`src/rtl/mem_arb_pkg.sv`:
```
// Shared definitions for the unified memory-port arbiter.
// Contents: arbiter FSM state enum, MUX select encodings and default widths/limits.
package mem_arb_pkg;

  localparam int unsigned DEF_AW            = 32;
  localparam int unsigned DEF_DW            = 32;
  localparam int unsigned DEF_MAX_DM_STREAK = 4;
  localparam int unsigned DEF_TIMEOUT       = 64;

  // External address/data MUX select encodings
  localparam logic SEL_IF = 1'b0;
  localparam logic SEL_DM = 1'b1;

  typedef enum logic [1:0] {
    StIdle,
    StBusyIf,
    StBusyDm
  } arb_state_e;

endpackage

```
`src/rtl/arb_watchdog.sv`:
```
// Transaction watchdog for mem_port_arbiter. Built only when ARB_TIMEOUT_EN is defined.
// Ports:
//   i_clk, i_rst  clock and synchronous active-high reset
//   i_busy        arbiter has a transaction outstanding
//   i_ack         memory acknowledge for the outstanding transaction
//   o_timeout     TIMEOUT busy cycles elapsed without i_ack; abort this cycle
`ifdef ARB_TIMEOUT_EN
module arb_watchdog
  import mem_arb_pkg::*;
#(
  parameter int unsigned TIMEOUT = DEF_TIMEOUT
) (
  input  logic i_clk,
  input  logic i_rst,
  input  logic i_busy,
  input  logic i_ack,
  output logic o_timeout
);

  localparam int unsigned CW = $clog2(TIMEOUT + 1);
  localparam logic [CW-1:0] LAST_CNT = CW'(TIMEOUT - 1);

  logic [CW-1:0] r_cnt;

  // r_cnt holds the number of busy cycles already completed, so the abort
  // fires during the TIMEOUT-th busy cycle.
  assign o_timeout = i_busy & ~i_ack & (r_cnt == LAST_CNT);

  always_ff @(posedge i_clk) begin
    if (i_rst || !i_busy || i_ack || o_timeout) begin
      r_cnt <= '0;
    end else begin
      r_cnt <= r_cnt + CW'(1);
    end
  end

endmodule
`endif

```
`src/rtl/mem_port_arbiter.sv`:
```
// Arbiter sharing one unified memory port between the IF and DM pipeline stages.
// DM wins simultaneous requests until MAX_DM_STREAK consecutive DM grants have
// been made while IF waited; IF is then served once. Address, write data and
// write enable are latched at grant and held until mem_ack.
// Optional watchdog: define ARB_TIMEOUT_EN to abort transactions after TIMEOUT
// cycles without mem_ack (valid pulses with zero data, sticky err).
// Ports:
//   i_clk, i_rst                      clock, synchronous active-high reset
//   i_if_req/i_if_addr                IF request; o_if_valid/o_if_rdata response
//   i_dm_req/we/addr/wdata            DM request; o_dm_valid/o_dm_rdata response
//   o_if_stall, o_dm_stall            per-stage stalls (req & ~valid)
//   o_sel                             external MUX select (0 = IF, 1 = DM)
//   o_mem_req/we/addr/wdata           memory request side, held until i_mem_ack
//   i_mem_rdata, i_mem_ack            memory response
//   o_err                             watchdog abort flag (0 without ARB_TIMEOUT_EN)
module mem_port_arbiter
  import mem_arb_pkg::*;
#(
  parameter int unsigned AW            = DEF_AW,
  parameter int unsigned DW            = DEF_DW,
  parameter int unsigned MAX_DM_STREAK = DEF_MAX_DM_STREAK,
  parameter int unsigned TIMEOUT       = DEF_TIMEOUT
) (
  input  logic          i_clk,
  input  logic          i_rst,
  input  logic          i_if_req,
  input  logic [AW-1:0] i_if_addr,
  output logic          o_if_valid,
  output logic [DW-1:0] o_if_rdata,
  input  logic          i_dm_req,
  input  logic          i_dm_we,
  input  logic [AW-1:0] i_dm_addr,
  input  logic [DW-1:0] i_dm_wdata,
  output logic          o_dm_valid,
  output logic [DW-1:0] o_dm_rdata,
  output logic          o_if_stall,
  output logic          o_dm_stall,
  output logic          o_sel,
  output logic          o_mem_req,
  output logic          o_mem_we,
  output logic [AW-1:0] o_mem_addr,
  output logic [DW-1:0] o_mem_wdata,
  input  logic [DW-1:0] i_mem_rdata,
  input  logic          i_mem_ack,
  output logic          o_err
);

  localparam int unsigned SW = $clog2(MAX_DM_STREAK + 1);
  localparam logic [SW-1:0] STREAK_MAX = SW'(MAX_DM_STREAK);

  arb_state_e    r_state, w_state_nxt;
  logic          r_sel, w_sel_nxt;
  logic          r_mem_we, w_mem_we_nxt;
  logic [AW-1:0] r_mem_addr, w_mem_addr_nxt;
  logic [DW-1:0] r_mem_wdata, w_mem_wdata_nxt;
  logic [SW-1:0] r_streak, w_streak_nxt;
  logic          r_if_valid, w_if_valid_nxt;
  logic          r_dm_valid, w_dm_valid_nxt;
  logic [DW-1:0] r_if_rdata, w_if_rdata_nxt;
  logic [DW-1:0] r_dm_rdata, w_dm_rdata_nxt;
  logic          w_busy;
  logic          w_timeout;

  assign w_busy = (r_state != StIdle);

  `ifdef ARB_TIMEOUT_EN
  logic r_err;

  arb_watchdog #(
    .TIMEOUT(TIMEOUT)
  ) u_watchdog (
    .i_clk    (i_clk),
    .i_rst    (i_rst),
    .i_busy   (w_busy),
    .i_ack    (i_mem_ack),
    .o_timeout(w_timeout)
  );

  always_ff @(posedge i_clk) begin
    if (i_rst) begin
      r_err <= 1'b0;
    end else if (w_timeout) begin
      r_err <= 1'b1;
    end
  end

  assign o_err = r_err;
  `else
  logic w_unused_timeout;
  assign w_unused_timeout = ^TIMEOUT;
  assign w_timeout        = 1'b0;
  assign o_err            = 1'b0;
  `endif

  always_comb begin
    w_state_nxt     = r_state;
    w_sel_nxt       = r_sel;
    w_mem_we_nxt    = r_mem_we;
    w_mem_addr_nxt  = r_mem_addr;
    w_mem_wdata_nxt = r_mem_wdata;
    w_streak_nxt    = r_streak;
    w_if_valid_nxt  = 1'b0;
    w_dm_valid_nxt  = 1'b0;
    w_if_rdata_nxt  = r_if_rdata;
    w_dm_rdata_nxt  = r_dm_rdata;

    unique case (r_state)
      StIdle: begin
        // Requests seen here during a valid cycle count as new requests.
        if (i_dm_req && (!i_if_req || (r_streak < STREAK_MAX))) begin
          w_state_nxt     = StBusyDm;
          w_sel_nxt       = SEL_DM;
          w_mem_we_nxt    = i_dm_we;
          w_mem_addr_nxt  = i_dm_addr;
          w_mem_wdata_nxt = i_dm_wdata;
          if (!i_if_req) begin
            w_streak_nxt = '0;
          end else if (r_streak != STREAK_MAX) begin
            w_streak_nxt = r_streak + SW'(1);
          end
        end else if (i_if_req) begin
          w_state_nxt     = StBusyIf;
          w_sel_nxt       = SEL_IF;
          w_mem_we_nxt    = 1'b0;
          w_mem_addr_nxt  = i_if_addr;
          w_mem_wdata_nxt = '0;
          w_streak_nxt    = '0;
        end
      end
      StBusyIf: begin
        if (i_mem_ack) begin
          w_state_nxt    = StIdle;
          w_if_valid_nxt = 1'b1;
          w_if_rdata_nxt = i_mem_rdata;
        end else if (w_timeout) begin
          w_state_nxt    = StIdle;
          w_if_valid_nxt = 1'b1;
          w_if_rdata_nxt = '0;
        end
      end
      StBusyDm: begin
        if (i_mem_ack) begin
          w_state_nxt    = StIdle;
          w_dm_valid_nxt = 1'b1;
          w_dm_rdata_nxt = i_mem_rdata;
        end else if (w_timeout) begin
          w_state_nxt    = StIdle;
          w_dm_valid_nxt = 1'b1;
          w_dm_rdata_nxt = '0;
        end
      end
      default: w_state_nxt = StIdle;
    endcase
  end

  always_ff @(posedge i_clk) begin
    if (i_rst) begin
      r_state     <= StIdle;
      r_sel       <= SEL_IF;
      r_mem_we    <= 1'b0;
      r_mem_addr  <= '0;
      r_mem_wdata <= '0;
      r_streak    <= '0;
      r_if_valid  <= 1'b0;
      r_dm_valid  <= 1'b0;
      r_if_rdata  <= '0;
      r_dm_rdata  <= '0;
    end else begin
      r_state     <= w_state_nxt;
      r_sel       <= w_sel_nxt;
      r_mem_we    <= w_mem_we_nxt;
      r_mem_addr  <= w_mem_addr_nxt;
      r_mem_wdata <= w_mem_wdata_nxt;
      r_streak    <= w_streak_nxt;
      r_if_valid  <= w_if_valid_nxt;
      r_dm_valid  <= w_dm_valid_nxt;
      r_if_rdata  <= w_if_rdata_nxt;
      r_dm_rdata  <= w_dm_rdata_nxt;
    end
  end

  // mem_req is exactly "a transaction is outstanding"
  assign o_mem_req   = w_busy;
  assign o_mem_we    = r_mem_we;
  assign o_mem_addr  = r_mem_addr;
  assign o_mem_wdata = r_mem_wdata;
  assign o_sel       = r_sel;
  assign o_if_valid  = r_if_valid;
  assign o_dm_valid  = r_dm_valid;
  assign o_if_rdata  = r_if_rdata;
  assign o_dm_rdata  = r_dm_rdata;
  assign o_if_stall  = i_if_req & ~r_if_valid;
  assign o_dm_stall  = i_dm_req & ~r_dm_valid;

endmodule

```
`config.mk`:
```
export PLATFORM = sky130hd
export DESIGN_NAME = mem_port_arbiter
export DESIGN_NICKNAME = d
export VERILOG_FILES = /design/src/rtl/mem_arb_pkg.sv /design/src/rtl/arb_watchdog.sv /design/src/rtl/mem_port_arbiter.sv
export SDC_FILE = /design/constraint.sdc
export NUM_CORES = 1
export LEC_CHECK = 0
export CAP_MARGIN = 15
export CORE_AREA = 5 5 140 142
export DETAILED_ROUTE_END_ITERATION = 8
export DIE_AREA = 0 0 145 147
export PLACE_DENSITY = 0.76
export SYNTH_ARGS = -nofsm -noshare
export SYNTH_HDL_FRONTEND = slang
export SYNTH_HIERARCHICAL = 1
export SYNTH_SLANG_ARGS = --single-unit
export TNS_END_PERCENT = 50
```
`constraint.sdc`:
```
create_clock -name i_clk -period 1.45 [get_ports i_clk]
set_input_delay 0.145 -clock i_clk [delete_from_list [all_inputs] [get_ports i_clk]]
set_output_delay 0.145 -clock i_clk [all_outputs]
set_load 0.02 [all_outputs]
```
==> reports/metrics.yaml, run 1 <==
ys_top_cells_by_area: "dfxtp_1, nand2_1, a21oi_1, a211oi_2, a32oi_1"
vias: 5386
finalPower_w: 0.0105
max_freq_mhz: 731
clock-root-buffer: "clkbuf_16"
crit_type: "flop to flop"
drt-pass1-iter-count: 4
yosysWarnings: 6
hold_path.class: "input port to flop"
r2r-start: "r_state[1]"
ctsHtreeMaxLevel: 4
synth.distinct_cells: 28
power_density_mw_per_mm2: 1190
cp_max_fo: 34
synth_top_area_share_pct: 51.2
drive_above_1_share_pct: 10.4
layout.nets: 1013
design_area_mm2: 0.00876
gp_congestion: 0.744
insertedDiodeCount: 0
cts_hold_buf: 0
drv_slew: 0
grt_pass1_wl_um: 28800
synth_top_area_cell: "dfxtp_1"
grt_antenna_before_repair: 1
critPathLaunchType: "flop"
die_w_um: 145
pwr-share-comb_pct: 21.4
grt_use_total_pct: 16.5
tns_ps: 0
placed_area_mm2: 0.00833
rsz0062_at_grt: "no"
port_buffers: 268
numClockSinks: 137
grt.overflow.total: 0
die_h_um: 147
dieArea_mm2: 0.0213
drv_cap: 0
clkTransAtPathRegs_ps: 60
syn_to_final_growth_pct: 63.3
internal_power_w: 0.00752
row_count: 50
p_sw_share_pct: 28.0
period_share_pct: 94.4
synth_seq_cells: 137
grt_max_degree: 76
syn-instance-count: 621
finalHoldViolCount: 0
post_drt_wl_per_cell_um: 16.5
cts_tree: "yes"
ys_seq_area_share_pct: 51.2
status: "finished clean"
final_common_cell: "nand2_1"
final_core_util_pct: 47.8
required_ps: 1730
syn_area_mm2: 0.00536
vias_per_cell: 4.82
p_sw_w: 0.00293
insertion_delay_ps: 400
postSynthAreaPerCell_um2: 8.63
clockBufferDepth: 2
numCtsBuffers: 17
drc: 0
dpl.hpwl_um: 12600
layout_common_cells: "nand2_1, dfxtp_1, dlygate4sd2_1"
grt_pass1_vias: 5329
setup_violations: 0
startpoint: "r_state[1]"
ant_nets: 0
core-area_mm2: 0.0183
leakage_nw: 3.73
syn-num-nets: 760
routed_wl_um: 18400
fillers: 1758
worstPathArrival_ps: 1650
seqCellArea_mm2: 0.00275
multi_input_area_mm2: 0.00230
power_frac_seq_pct: 39.8
drtIter0Drc: 243
ios: 270
worstHoldStart: "i_rst"
clkPwrFrac_pct: 38.9
period_needed_ps: 1370
finClkSkew_ps: 5.69
vdd_drop_max_mv: 0.759
initial_core_util_pct: 29.2
crit_path_end_kind: "flop"
==> sequential cells by signal, indices dropped and copies added, names as in the netlist <==
signal / flops
o_if_valid: 1
o_mem_addr: 32
r_state: 2
o_dm_valid: 1
o_mem_we: 1
o_dm_rdata: 32
o_sel: 1
o_if_rdata: 32
o_mem_wdata: 32
r_streak: 3
==> per-stage QoR <==
stage | cells | setup slack (ps) | hold slack, ps
2_1_floorplan | 621 | 55.7 | 281
3_3_place_gp | 1087 | -141 | 440
3_5_place_dp | 1087 | -191 | 446
4_1_cts | 1117 | 50.2 | 32.1
5_1_grt | 1118 | 6.88 | 43.7
6_report | 1118 | 81.8 | 58.7
==> worst paths after layout <==
kind                                        end  slack (ps)  cells after the start
worst max-delay path            o_mem_wdata[18]          80                      6
worst min-delay path              o_mem_addr[7]          60                      2
worst max register to register  o_mem_wdata[18]          80                      6
worst min register to register    o_dm_rdata[8]         450                      2
==> cell usage after synthesis (all sizes together) <==
master	count
buf	35
o21a	1
nand2	165
dfxtp	137
ha	5
clkbuf	20
and2	3
nor2b	3
a211oi	32
a21oi	99
nand4b	1
conb	1
inv	5
o21ai	3
nor3b	1
a32oi	33
and4b	1
a22oi	3
a21bo	1
a21boi	1
nor2	70
or3	1
==> power groups by stage <==
stage	sequential (W)	clock, W	combinational, W
3_3_place_gp	0.00423	0	0.00235
6_report	0.00416	0.00406	0.00223
3_5_place_dp	0.00425	0	0.00237
4_1_cts	0.00416	0.00420	0.00222
2_1_floorplan	0.00455	0	0.000894
5_1_grt	0.00419	0.00438	0.00241
==> logic make-up (layout without fill, tap and decap cells) <==
logic type | after synthesis | in the layout | share of synthesized area (%)
other | 1 | 1 | 0.0699
AND/OR/NAND/NOR | 245 | 245 | 17.8
flip-flops | 137 | 137 | 51.2
buffers and inverters | 60 | 323 | 6.14
adder cells (fa/ha/maj) | 5 | 5 | 1.17
AO/OA/AOI/OAI | 173 | 173 | 23.7
==> layer usage <==
layer | vias up | global-route usage, % | part of all wire, %
li1 | 2615 | - | -
met5 | - | 0 | 0.070
met3 | 24 | 7.56 | 8.6
met1 | 2540 | 19.3 | 42
met2 | 205 | 27.2 | 47
met4 | 2 | 5.18 | 1.7
==> final cells by class <==
type	count	area share (%)
well taps	234	3.34
clock buffers	23	5.46
repair buffers	289	32.5
flip-flops and latches	137	31.3
inverters	5	0.243
multi-input cells	424	26.3
clock inverters	6	0.786
==> what timing repair did <==
| item | CTS | global route |
|---|---|---|
| gates cloned | 0 | 1 |
| buffers inserted | 2 | 0 |
| setup endpoints to repair | 135 | 1 |
| pin swaps | 1 | 0 |
| resized for setup | 141 | 1 |
==> critical path, stage by stage (launching register included) <==
cell,delay [ps]
dfxtp_2,340
inv_2,60
ha_4,190
and2_1,190
buf_12,170
a32oi_1,220
nor2_1,60
Power figures use the tool's default switching activity.
==> run 2, diff against run 1 <==
--- a/config.mk
+++ b/config.mk
@@ -6,10 +6,14 @@
 export NUM_CORES = 1
 export LEC_CHECK = 0
 export CAP_MARGIN = 15
-export CORE_AREA = 5 5 140 142
+export CELL_PAD_IN_SITES_DETAIL_PLACEMENT = 1
+export CELL_PAD_IN_SITES_GLOBAL_PLACEMENT = 1
+export CORE_AREA = 5 5 150 152
+export CTS_BUF_LIST = sky130_fd_sc_hd__clkbuf_2 sky130_fd_sc_hd__clkbuf_4 sky130_fd_sc_hd__clkbuf_8
 export DETAILED_ROUTE_END_ITERATION = 8
-export DIE_AREA = 0 0 145 147
-export PLACE_DENSITY = 0.76
+export DIE_AREA = 0 0 155 157
+export GPL_TIMING_DRIVEN = 0
+export PLACE_DENSITY = 0.88
 export SYNTH_ARGS = -nofsm -noshare
 export SYNTH_HDL_FRONTEND = slang
 export SYNTH_HIERARCHICAL = 1
==> run 2 against run 1 <==
The flow now finishes with violations (setup timing). Highest routed layer is now met4. Design area up 4.3%. Non-clock buffer count up 42. Sequential cell count unchanged. Worst setup slack worse by 120 ps. Hold slack better by 150 ps. Sequential power about the same. Critical path type unchanged. Clock skew up 9.1 ps. Register-to-register slack worse by 120 ps. Combinational power up 14%. Fmax down 8.2%. Largest cell class unchanged.
==> reports/metrics.yaml, run 2 (same netlist as run 1, synthesis figures left out) <==
cp_max_fo: 5
crit_path_end_kind: "flop"
status: "finished, violations left"
grt.overflow.total: 0
cp_num_buf_inv: 3
required_ps: 1750
grt_pass1_vias: 6124
clkTransAtPathRegs_ps: 90
die_h_um: 157
r2r-start: "r_state[1]"
drc: 0
routed_wl_um: 23000
drv_slew: 0
path_depth: 7
crit_family: "flip-flops"
drv_cap: 0
period_needed_ps: 1490
numClockSinks: 137
grt_use_total_pct: 17.9
post_drt_wl_per_cell_um: 19.1
p_sw_w: 0.00311
layout_common_cells: "nand2_1, dfxtp_1, dlygate4sd2_1"
setup_ws_ps: -40.8
slowest_delay_ps: 360
setup_violations: 21
timing.rr.end: "o_mem_wdata[19]"
rsz0062_at_grt: "yes"
path_cells: "inv_2 -> ha_4 -> buf_6 -> and2_4 -> clkbuf_16 -> a32oi_2 -> nor2_1"
grt_max_degree: 17
period_share_pct: 103
layout.nets: 1057
finalHoldViolCount: 0
cts_tree: "yes"
tightest_slew_ps: 768
dpl.hpwl_um: 16800
r2r_slack_ps: -40
vdd_drop_max_mv: 0.688
grt_pass1_wl_um: 34500
crit_type: "flop to flop"
power_density_mw_per_mm2: 1130
row_count: 53
post-place-ws_ps: -329
timing.critical_path.to: "o_mem_wdata[19]"
power_frac_seq_pct: 40.4
die_w_um: 155
syn_to_final_growth_pct: 70.3
final_common_cell: "nand2_1"
r2r_cells: 7
p_sw_share_pct: 30.1
core-area_mm2: 0.0209
finClkSkew_ps: 14.8
leakage_nw: 3.89
max_freq_mhz: 671
dieArea_mm2: 0.0243
clockBufferDepth: 2
vias: 5696
startpoint: "r_state[1]"
clkPwrFrac_pct: 35.0
gp_congestion: 0.788
internal_power_w: 0.00722
initial_core_util_pct: 25.7
slew-limit-headroom_pct: 48.8
insertion_delay_ps: 430
cp_slowest_cell: "dfxtp_2"
pwr-share-comb_pct: 24.6
port_buffers: 265
clock-root-buffer: "clkbuf_8"
worstPathArrival_ps: 1790
final_core_util_pct: 43.7
ant_nets: 0
grt_antenna_before_repair: 0
insertedDiodeCount: 0
numCtsBuffers: 17
drtIter0Drc: 189
vias_per_cell: 4.72
ios: 270
drt-pass1-iter-count: 4
violations: "setup timing"
drive_above_1_share_pct: 17.1
ctsHtreeMaxLevel: 4
hold_path.class: "input port to flop"
critPathLaunchType: "flop"
[run 2: changes by cell type in the layout (fill, tap and decap cells not counted), sizes merged]
| cell | before | now |
|---|---|---|
| clkdlybuf4s50 | 132 | 130 |
| dlygate4sd2 | 134 | 132 |
| dlygate4sd3 | 0 | 1 |
| clkinv | 1 | 5 |
| buf | 22 | 50 |
| o21ai | 3 | 4 |
| bufinv | 1 | 4 |
| inv | 5 | 7 |
| clkinvlp | 4 | 1 |
| clkbuf | 24 | 38 |
| and2 | 3 | 4 |
[run 2: area by class of cell]
class	instances	area, um^2
Clock buffer	20	269
Sequential cell	137	2750
Clock inverter	12	189
Multi-Input combinational cell	426	2470
Timing Repair Buffer	279	2670
Buffer	52	419
Tap cell	275	344
Fill cell	2446	11800
Inverter	5	18.8
[run 2: worst reg2reg max path, cell delays in order, from the launching register on]
cell and delay, ps:
dfxtp_2 360, inv_2 60, ha_4 180, buf_6 120, and2_4 210, clkbuf_16 170
a32oi_2 180, nor2_1 70
[run 2: power groups by stage]
stage | combinational [W] | clock, W | sequential [W]
after floorplan | 0.000894 | 0 | 0.00455
after global placement | 0.00236 | 0 | 0.00425
after detailed placement | 0.00241 | 0 | 0.00426
after CTS | 0.00237 | 0.00376 | 0.00417
after global routing | 0.00273 | 0.00393 | 0.00421
final | 0.00254 | 0.00362 | 0.00418
[run 2: worst min-delay path by stage]
stage	from	to	slack, ps	depth (start not counted)
finish	i_rst	o_mem_addr[3]	210	2
CTS	i_if_req	r_state[1]	140	4
global placement	o_dm_rdata[13]	o_dm_rdata[13]	440	2
detailed placement	o_if_rdata[13]	o_if_rdata[13]	450	2
floorplan	i_mem_rdata[0]	o_dm_rdata[0]	280	2
global route	i_if_req	r_state[0]	210	4
[run 2: metal layers]
layer	vias to the layer above	share of wire, %	GRT usage, %
met5	-	0	0
met1	2761	39	20.3
met4	0	1.9	4.50
met2	197	51	31.8
met3	29	8.1	6.90
li1	2709	-	-
[run 2: stage by stage]
stage	instances	TNS (ps)	hold WS [ps]	power [W]	cell area [um^2]
5_1_grt	1206	-3550	210	0.0109	9130
3_3_place_gp	1161	-16710	441	0.00660	8360
3_5_place_dp	1161	-21030	449	0.00668	8360
4_1_cts	1198	-222	144	0.0103	8840
2_1_floorplan	621	0	281	0.00544	5360
6_report	1206	-357	212	0.0103	9130
[run 2: what timing repair did]
item,CTS,global route
hold buffers,1,0
setup endpoints to repair,259,123
gates cloned,2,7
pin swaps,9,19
gates resized for setup,185,54
endpoints found under the hold margin,1,0
buffers inserted,5,1
==> run 3, diff against run 2 <==
--- a/config.mk
+++ b/config.mk
@@ -8,12 +8,14 @@
 export CAP_MARGIN = 15
 export CELL_PAD_IN_SITES_DETAIL_PLACEMENT = 1
 export CELL_PAD_IN_SITES_GLOBAL_PLACEMENT = 1
-export CORE_AREA = 5 5 150 152
+export CORE_AREA = 5 5 140 142
 export CTS_BUF_LIST = sky130_fd_sc_hd__clkbuf_2 sky130_fd_sc_hd__clkbuf_4 sky130_fd_sc_hd__clkbuf_8
 export DETAILED_ROUTE_END_ITERATION = 8
-export DIE_AREA = 0 0 155 157
+export DIE_AREA = 0 0 145 147
+export DONT_BUFFER_PORTS = 1
 export GPL_TIMING_DRIVEN = 0
-export PLACE_DENSITY = 0.88
+export MAX_ROUTING_LAYER = met4
+export PLACE_DENSITY = 0.69
 export SYNTH_ARGS = -nofsm -noshare
 export SYNTH_HDL_FRONTEND = slang
 export SYNTH_HIERARCHICAL = 1
==> run 3 against run 2 <==
The run still ends with setup timing left. Clock-buffer cell count fell by 2. Sequential power grew 9.3%. Clock power is 8.0% lower. Non-clock buffer count fell by 145. Critical endpoint is now o_mem_wdata[22]. Highest routed layer unchanged.
==> reports/metrics.yaml, run 3 (same netlist as run 1, synthesis figures left out) <==
insertion_delay_ps: 440
drv_cap: 0
finalHoldViolCount: 0
max_freq_mhz: 673
ant_nets: 0
gp_congestion: 0.823
rsz0062_at_grt: "yes"
met2_usage_pct: 34.5
leakage_nw: 2.77
hold_path.class: "input port to flop"
dpl.hpwl_um: 14500
cts_tree: "yes"
crit_type: "flop to flop"
post-place-ws_ps: -291
cp_num_buf_inv: 2
tns_ps: -45.6
row_count: 50
routed_wl_um: 21900
drtIter0Drc: 236
die_h_um: 147
grt.overflow.total: 0
period_needed_ps: 1480
initial_core_util_pct: 29.2
insertedDiodeCount: 0
setup_ws_ps: -34.9
vdd_drop_max_mv: 0.520
crit_path_end_kind: "flop"
crit_family: "flip-flops"
finalPower_w: 0.00956
path_cells: "inv_2 -> ha_4 -> and2_4 -> buf_4 -> a32oi_2 -> nor2_1"
setup_violations: 3
status: "finished, violations left"
numCtsBuffers: 17
final_core_util_pct: 41.5
grt_antenna_before_repair: 0
port_buffers: 0
slowest_delay_ps: 370
violations: "setup timing"
syn_to_final_growth_pct: 41.8
finClkSkew_ps: 10.2
slew-limit-headroom_pct: 44.2
layout.nets: 910
final_common_cell: "nand2_1"
core-area_mm2: 0.0183
numClockSinks: 137
vias: 5290
drv_slew: 0
clockBufferDepth: 2
busiest_layer: "met2"
dieArea_mm2: 0.0213
tightest_slew_ps: 836
power_density_mw_per_mm2: 1260
post-cts-setup-buffers: 0
post_drt_wl_per_cell_um: 21.5
drt-pass1-iter-count: 4
cp_slowest_cell: "dfxtp_2"
grt_util_met1_pct: 22.4
grt_pass1_wl_um: 34100
drive_above_1_share_pct: 17.2
layout_common_cells: "nand2_1, dfxtp_1, dlygate4sd3_1"
ios: 270
grt_pass1_vias: 5812
period_share_pct: 102
worstPathArrival_ps: 1790
grt_max_degree: 17
use_met3_pct: 7.50
clkTransAtPathRegs_ps: 80
critPathLaunchType: "flop"
die_w_um: 145
vias_per_cell: 5.20
ctsHtreeMaxLevel: 4
grt_use_total_pct: 20.5
drc: 0
cp_max_fo: 10
required_ps: 1750
clock-root-buffer: "clkbuf_8"
run 3: changes by cell type in the layout (fill, tap and decap cells not counted), moves of 4 or more:
cell	before	now
clkbuf_8	22	18
clkdlybuf4s50_1	130	0
clkinv_2	0	4
dlygate4sd3_1	1	132
a32oi_1	18	24
dlygate4sd2_1	132	0
a32oi_2	15	9
buf_6	18	12
run 3: what timing repair did:
| action | 4_1_cts | 5_1_grt |
|---|---|---|
| pin swaps | 4 | 8 |
| gates resized for setup | 33 | 31 |
| setup endpoints to repair | 129 | 112 |
| hold endpoints to repair | 130 | 1 |
| gates cloned | 0 | 2 |
| hold buffers | 131 | 1 |
run 3: power by group:
part	switching (W)	leakage [nW]	internal [W]	total [W]
clock network	0.00157	0.214	0.00176	0.00333
registers	0.000542	1.12	0.00403	0.00457
logic	0.000905	1.44	0.000753	0.00166
run 3: final cells by class:
cell class | count | area (um^2)
inverters | 5 | 18.8
flip-flops and latches | 137 | 2750
clock buffers | 18 | 248
plain buffers | 52 | 369
clock inverters | 14 | 170
multi-input cells | 424 | 2400
fillers | 2083 | 10700
well taps | 234 | 293
repair buffers | 134 | 1350
run 3: final timing paths:
kind / startpoint / endpoint / slack (ps) / cells after the start
setup / recovery: r_state[1] / o_mem_wdata[22] / -30 / 6
hold / removal: i_mem_ack / o_if_rdata[0] / 30 / 3
setup reg to reg: r_state[1] / o_mem_wdata[22] / -30 / 6
hold reg to reg: r_streak[0] / r_streak[0] / 480 / 2
run 3: per-stage QoR:
stage / hold WS (ps) / cell area, um^2 / cells
finish: 32.4 / 7600 / 1018
floorplan: 281 / 5360 / 621
global placement: 284 / 5660 / 855
detailed placement: 290 / 5660 / 855
global route: 10.4 / 7600 / 1018
CTS: 2.74 / 7460 / 1015
run 3: metal layers:
metal  wire length, um  vias to the layer above
met5                 0                        -
met4               451                        0
met3              1870                       33
met2             11100                      250
met1              8560                     2587
li1                  -                     2420
run 3: worst reg2reg max path, stage by stage, from the launching register on:
cell	delay [ps]
dfxtp_2	370
inv_2	60
ha_4	190
and2_4	200
buf_4	190
a32oi_2	260
nor2_1	90
